===== config.mk =====
export PLATFORM = sky130hd
export DESIGN_NAME = truth_table_sweeper_flat
export DESIGN_NICKNAME = d
export VERILOG_FILES = /design/src/rtl/truth_table_sweeper_if.sv /design/src/rtl/truth_table_sweeper.sv /design/src/flat_wrapper.sv
export SDC_FILE = /design/constraint.sdc
export NUM_CORES = 1
export LEC_CHECK = 0
export CORE_MARGIN = 3
export CORE_UTILIZATION = 48
export DETAILED_ROUTE_END_ITERATION = 7
export GPL_TIMING_DRIVEN = 0
export PLACE_DENSITY = 0.75
export SKIP_LAST_GASP = 1
export SLEW_MARGIN = 20
export SYNTH_ARGS = -nofsm -noshare
export SYNTH_HDL_FRONTEND = slang
export SYNTH_SLANG_ARGS = --single-unit

===== constraint.sdc =====
create_clock -name clk -period 2 [get_ports clk]
set_clock_uncertainty 0.2 [all_clocks]
set_input_delay 0.4 -clock clk [delete_from_list [all_inputs] [get_ports clk]]
set_output_delay 0.4 -clock clk [all_outputs]
set_load 0.01 [all_outputs]

===== src/rtl/truth_table_sweeper_if.sv =====
// truth_table_sweeper_if: start/stimulus/result bundle between the sweeper
// (master) and the environment that hosts the function block under sweep
// (slave). The first_fail signal exists only when TTS_FIRST_FAIL_EN is defined.
interface truth_table_sweeper_if;
  logic        start;
  logic        f;
  logic        a;
  logic        b;
  logic        c;
  logic        d;
  logic        busy;
  logic        done;
  logic        pass;
  logic [15:0] truth_tbl;
`ifdef TTS_FIRST_FAIL_EN
  logic [4:0]  first_fail;
`endif

  modport master (
    input  start, f,
    output a, b, c, d, busy, done, pass, truth_tbl
`ifdef TTS_FIRST_FAIL_EN
    , output first_fail
`endif
  );

  modport slave (
    output start, f,
    input  a, b, c, d, busy, done, pass, truth_tbl
`ifdef TTS_FIRST_FAIL_EN
    , input first_fail
`endif
  );
endinterface


===== src/rtl/truth_table_sweeper.sv =====
// truth_table_sweeper: drives all 16 {a,b,c,d} combinations in ascending order,
// holds each for HOLD_CYCLES cycles, samples f on the last edge of each hold and
// compares the captured truth table against EXPECTED.
// Optional feature macro: TTS_FIRST_FAIL_EN (adds first_fail, lowest failing vector).
//
// state | meaning
// IDLE  | waiting for start after reset
// RUN   | sweeping vectors, busy high
// DONE  | sweep finished, done/pass valid until next start
module truth_table_sweeper #(
  parameter int          HOLD_CYCLES = 4,
  parameter logic [15:0] EXPECTED    = 16'h0000
) (
  input  logic                  clk,
  input  logic                  rst,
  truth_table_sweeper_if.master bus
);

  localparam logic [7:0] HC_LAST = 8'(HOLD_CYCLES - 1);

  typedef enum logic [1:0] {IDLE, RUN, DONE} state_t;

  state_t      state_q, state_d;
  logic [3:0]  idx_q, idx_d;
  logic [7:0]  hc_q, hc_d;
  logic [15:0] cap_q, cap_d;
  logic        pass_q, pass_d;
  logic [15:0] cap_upd;
  logic        sample;
  logic        accept;

  // A sample happens on the last edge of each hold; accept is a start taken in IDLE or DONE.
  assign sample = (state_q == RUN) && (hc_q == HC_LAST);
  assign accept = bus.start && (state_q != RUN);

  // State and datapath registers, cleared asynchronously by rst.
  always_ff @(posedge clk or posedge rst) begin
    if (rst) begin
      state_q <= IDLE;
      idx_q   <= 4'd0;
      hc_q    <= 8'd0;
      cap_q   <= 16'd0;
      pass_q  <= 1'b0;
    end else begin
      state_q <= state_d;
      idx_q   <= idx_d;
      hc_q    <= hc_d;
      cap_q   <= cap_d;
      pass_q  <= pass_d;
    end
  end

  // Next-state and datapath update; pass is computed from the table including the final sample.
  always_comb begin
    state_d      = state_q;
    idx_d        = idx_q;
    hc_d         = hc_q;
    cap_d        = cap_q;
    pass_d       = pass_q;
    cap_upd      = cap_q;
    cap_upd[idx_q] = bus.f;
    if (accept) begin
      state_d = RUN;
      idx_d   = 4'd0;
      hc_d    = 8'd0;
      cap_d   = 16'd0;
      pass_d  = 1'b0;
    end else begin
      case (state_q)
        RUN: begin
          hc_d = hc_q + 8'd1;
          if (sample) begin
            cap_d = cap_upd;
            hc_d  = 8'd0;
            idx_d = idx_q + 4'd1;
            if (idx_q == 4'd15) begin
              state_d = DONE;
              pass_d  = (cap_upd == EXPECTED);
            end
          end
        end
        IDLE, DONE: ;
        default: state_d = IDLE;
      endcase
    end
  end

  assign bus.a         = idx_q[3];
  assign bus.b         = idx_q[2];
  assign bus.c         = idx_q[1];
  assign bus.d         = idx_q[0];
  assign bus.busy      = (state_q == RUN);
  assign bus.done      = (state_q == DONE);
  assign bus.pass      = pass_q;
  assign bus.truth_tbl = cap_q;

`ifdef TTS_FIRST_FAIL_EN
  logic [4:0] ff_q, ff_d;

  // Latch only the first mismatching vector of a sweep; later mismatches leave it alone.
  always_comb begin
    ff_d = ff_q;
    if (accept)
      ff_d = 5'd0;
    else if (sample && (bus.f != EXPECTED[idx_q]) && !ff_q[4])
      ff_d = {1'b1, idx_q};
  end

  // First-fail register.
  always_ff @(posedge clk or posedge rst) begin
    if (rst) ff_q <= 5'd0;
    else     ff_q <= ff_d;
  end

  assign bus.first_fail = ff_q;
`endif

endmodule


===== src/flat_wrapper.sv =====
// flat-port wrapper written by rule: the top's interface ports become plain ports
module truth_table_sweeper_flat 
#(
  parameter int          HOLD_CYCLES = 4,
  parameter logic [15:0] EXPECTED    = 16'h0000
)
  (clk, rst, bus_start, bus_f, bus_a, bus_b, bus_c, bus_d, bus_busy, bus_done, bus_pass, bus_truth_tbl);
  truth_table_sweeper_if bus_i ();
  input  logic clk;
  input  logic rst;
  input wire logic [$bits(bus_i.start)-1:0] bus_start;
  input wire logic [$bits(bus_i.f)-1:0] bus_f;
  output wire logic [$bits(bus_i.a)-1:0] bus_a;
  output wire logic [$bits(bus_i.b)-1:0] bus_b;
  output wire logic [$bits(bus_i.c)-1:0] bus_c;
  output wire logic [$bits(bus_i.d)-1:0] bus_d;
  output wire logic [$bits(bus_i.busy)-1:0] bus_busy;
  output wire logic [$bits(bus_i.done)-1:0] bus_done;
  output wire logic [$bits(bus_i.pass)-1:0] bus_pass;
  output wire logic [$bits(bus_i.truth_tbl)-1:0] bus_truth_tbl;
  assign bus_i.start = bus_start;
  assign bus_i.f = bus_f;
  assign bus_a = bus_i.a;
  assign bus_b = bus_i.b;
  assign bus_c = bus_i.c;
  assign bus_d = bus_i.d;
  assign bus_busy = bus_i.busy;
  assign bus_done = bus_i.done;
  assign bus_pass = bus_i.pass;
  assign bus_truth_tbl = bus_i.truth_tbl;
  truth_table_sweeper #(.HOLD_CYCLES(HOLD_CYCLES), .EXPECTED(EXPECTED)) u_core (.clk(clk), .rst(rst), .bus(bus_i));
endmodule

==> flow_metrics.py <==
metrics = {
    "drt": {
        "drc_errors": 0,
        "drt-pass1-iter-count": 5,
        "detail_route.vias_per_cell": 5.834,
        "drt-total-wl_um": 4832,
        "drt-initial-drc-count": 172,
        "route.antenna.remaining_nets": 0,
        "wl_per_cell_um": 16.72,
        "num_vias": 1686,
    },
    "grt": {
        "gr-usage-all-layers": 0.2344,
        "grt_remaining_overflow": 0,
        "first_global_vias": 1599,
        "grt_max_degree": 32,
        "grt_first_pass_wirelength_um": 7783,
        "antenna_found_initial": 0,
    },
    "worst_setup_path": {
        "worst-setup-path-type": "reg -> reg",
        "arrival_time_reported_for_the_critical_path_endpoint_ns": 2.09,
        "cpPeakStageDelay_ns": 0.52,
        "cpLargestDelayFamily": "simple AND/OR/NAND/NOR gates",
        "critical_path.max_fanout": 2,
        "critical_path.slowest_cell": "sky130_fd_sc_hd__or4_4",
        "critical_path_required_ns": 2.07,
        "worstPathBufferInverterCount": 1,
        "crit_path_start_kind": "flop",
        "r2r-end": "u_core.bus.pass$_DFFE_PP0P_",
        "worst_setup_path_end_kind": "flop",
        "r2r_start": "u_core.hc_q[0]$_DFFE_PP0P_",
        "worstRegToRegCells": 7,
        "timing.critical_path.cells": "ha_2 > nor2b_4 > and4_1 > buf_6 > nand4_4 > or4_4 > o21ai_2",
        "flop2flop_setup_slack_ns": -0.01,
    },
    "yosys": {
        "synth-async-reset-ratio": 1.000,
        "count_of_synthesis_stage_warnings_from_yosys": 0,
        "synth.ff_latch_count": 31,
        "synth.distinct_cells": 39,
        "synth_ff_type": "sky130_fd_sc_hd__dfrtp_1",
        "synth.net_count": 201,
        "synth.cell_area_um2": 1733,
        "postSynthAreaPerCell_um2": 9.073,
        "synthCells": 191,
        "synth-edff-count": 0,
        "sequential_area_share_after_synthesis": 0.4477,
    },
    "place": {
        "port-buffer-count": 25,
        "gp_routability_congestion": 0.8629,
        "post-place-cells": 262,
        "place_hpwl_um": 3035,
        "dpl_cell_area_um2": 2054,
    },
    "final_layout": {
        "mostFrequentLayoutCell": "sky130_fd_sc_hd__dfrtp_1",
        "design_area_um2": 2416,
        "num-nets-final": 252,
        "areaGrowthSynthToFinish_pct": 39.42,
        "drive_above_1_share": 0.2469,
        "multi_input_area_um2": 1015,
        "final-instance-count-excl-fill": 289,
        "fillerInstances": 252,
        "sequential_cell_area_um2": 778.2,
        "antenna_cells": 0,
        "layout_common_cells": "sky130_fd_sc_hd__dfrtp_1, sky130_fd_sc_hd__o21ai_0, sky130_fd_sc_hd__clkdlybuf4s50_1, sky130_fd_sc_hd__nand2_1, sky130_fd_sc_hd__buf_4",
        "final_core_util": 0.7073,
    },
    "timing": {
        "post-route-period-util": 1.007,
        "period_minus_ws_final_ns": 2.015,
        "fin_setup_tns_ns": -0.01463,
        "slew_violations": 0,
        "f_max_mhz": 496.4,
        "timing_worst_slew_pin_value_ns": 0.6347,
        "rsz0062_at_grt": "true",
        "timing.final.ws_setup_ns": -0.01463,
        "setup_viol_count_final": 1,
        "final_hold_viol_count": 0,
        "slew-limit-headroom": 0.5762,
    },
    "floorplanning": {
        "boundary_pin_count": 27,
        "fp.coreArea_um2": 3416,
        "die_area_um2": 4367,
        "die_width_um": 66.09,
        "die_h_um": 66.09,
        "core.rowCount": 21,
        "initial_core_util": 0.5073,
    },
    "outcome": {
        "violated_checks": "setup timing",
        "outcome": "finished, violations left",
    },
    "pwr": {
        "pwr_density_cell_nw_per_um2": 1409,
        "ir_drop_mv": 0.7761,
        "leakage_nw": 1.074,
    },
    "clock_network": {
        "tritoncts.num_buffers": 5,
        "clockRootBuffer": "sky130_fd_sc_hd__clkbuf_4",
        "h-tree-depth": 2,
        "clk-insertion-delay-late_ns": 0.33,
        "ctsLongestPathBuffers": 2,
        "cts.clk_slew.worst_paths_ns": 0.10,
        "cts_tree": "built",
        "tritoncts_sinks": 31,
    },
    "flow_run": {
        "cap_violations": 0,
    },
    "hold_path": {
        "hold_class": "in -> async",
    },
}
==> Yosys cell counts (3+ instances only) <==
| master | n | share of area |
|---|---|---|
| sky130_fd_sc_hd__nand3b_1 | 5 | 0.022 |
| sky130_fd_sc_hd__nor2b_1 | 3 | 0.011 |
| sky130_fd_sc_hd__a21oi_1 | 10 | 0.029 |
| sky130_fd_sc_hd__nand4_1 | 4 | 0.014 |
| sky130_fd_sc_hd__o21ai_0 | 29 | 0.084 |
| sky130_fd_sc_hd__inv_1 | 9 | 0.019 |
| sky130_fd_sc_hd__clkbuf_1 | 5 | 0.011 |
| sky130_fd_sc_hd__nand2_1 | 19 | 0.041 |
| sky130_fd_sc_hd__xor2_1 | 6 | 0.030 |
| sky130_fd_sc_hd__ha_1 | 6 | 0.043 |
| sky130_fd_sc_hd__buf_2 | 3 | 0.0087 |
| sky130_fd_sc_hd__nand2b_1 | 3 | 0.011 |
| sky130_fd_sc_hd__mux2i_1 | 8 | 0.046 |
| sky130_fd_sc_hd__nor2_1 | 14 | 0.030 |
| sky130_fd_sc_hd__dfrtp_1 | 31 | 0.45 |
| sky130_fd_sc_hd__nand3_1 | 10 | 0.029 |
==> routing by layer <==
layer,track usage,part of all wire,wire (um)
met1,0.3192,0.43,2054
met2,0.3507,0.47,2290
met3,0.05442,0.076,369
met4,0.1091,0.024,116
met5,0,0,0
==> through the flow <==
step / setup WS (ns) / hold WS, ns / power [W]
floorplan: 0.003096 / 0.3035 / 0.001920
global placement: -0.2297 / 0.2926 / 0.002447
detailed placement: -0.2415 / 0.2979 / 0.002513
CTS: -0.06511 / 0.2481 / 0.003069
global route: -0.05782 / 0.2775 / 0.003669
finish: -0.01463 / 0.2699 / 0.003403
==> power by group <==
part	leakage (nW)	switching (W)	internal, W
combinational	0.638	0.00103	0.000989
clock	0.0293	0.000210	0.000137
sequential	0.407	0.000205	0.000828
==> sequential cells by signal, summed over array words and instances (netlist names) <==
name / count
u_core.state_q: 2
u_core.bus.truth_tbl: 16
u_core.bus.pass: 1
u_core.idx_q: 4
u_core.hc_q: 8
==> worst max path at each step <==
| stage | startpoint | end | cells after the start | slack [ns] |
|---|---|---|---|---|
| finish | u_core.hc_q[0]$_DFFE_PP0P_ | u_core.bus.pass$_DFFE_PP0P_ | 7 | -0.01 |
| detailed placement | u_core.hc_q[1]$_DFFE_PP0P_ | u_core.bus.truth_tbl[2]$_DFFE_PP0P_ | 8 | -0.24 |
| global route | u_core.idx_q[2]$_DFFE_PP0P_ | u_core.bus.pass$_DFFE_PP0P_ | 7 | -0.06 |
| floorplan | u_core.hc_q[0]$_DFFE_PP0P_ | u_core.bus.pass$_DFFE_PP0P_ | 7 | 0.003 |
| global placement | u_core.hc_q[0]$_DFFE_PP0P_ | u_core.bus.truth_tbl[12]$_DFFE_PP0P_ | 8 | -0.23 |
| CTS | u_core.hc_q[0]$_DFFE_PP0P_ | u_core.bus.truth_tbl[2]$_DFFE_PP0P_ | 7 | -0.07 |
==> final cells by class <==
class,count,area share
buffer,9,0.02693
timing repair buffer,44,0.1678
sequential,31,0.3221
clock buffer,7,0.01864
clock inverter,1,0.002071
inverter,10,0.01864
multi-input combinational,141,0.4200
tap,46,0.02382
==> logic make-up after synthesis <==
logic type               after synthesis  synth area share
AND/OR/NAND/NOR                       73            0.2332
AO/OA/AOI/OAI                         47            0.1480
flip-flops                            31            0.4477
buffers and inverters                 19           0.04621
multiplexers                           8           0.04621
XOR/XNOR                               7           0.03538
adder cells (fa/ha/maj)                6           0.04332
==> repair_timing <==
action	in CTS	in global routing
setup endpoints to repair	19	25
hold buffers	0	0
gates cloned	0	1
resized for setup	24	29
hold endpoints to repair	0	0
pin swaps	3	12
buffers inserted	9	9
Power figures use the tool's default switching activity.
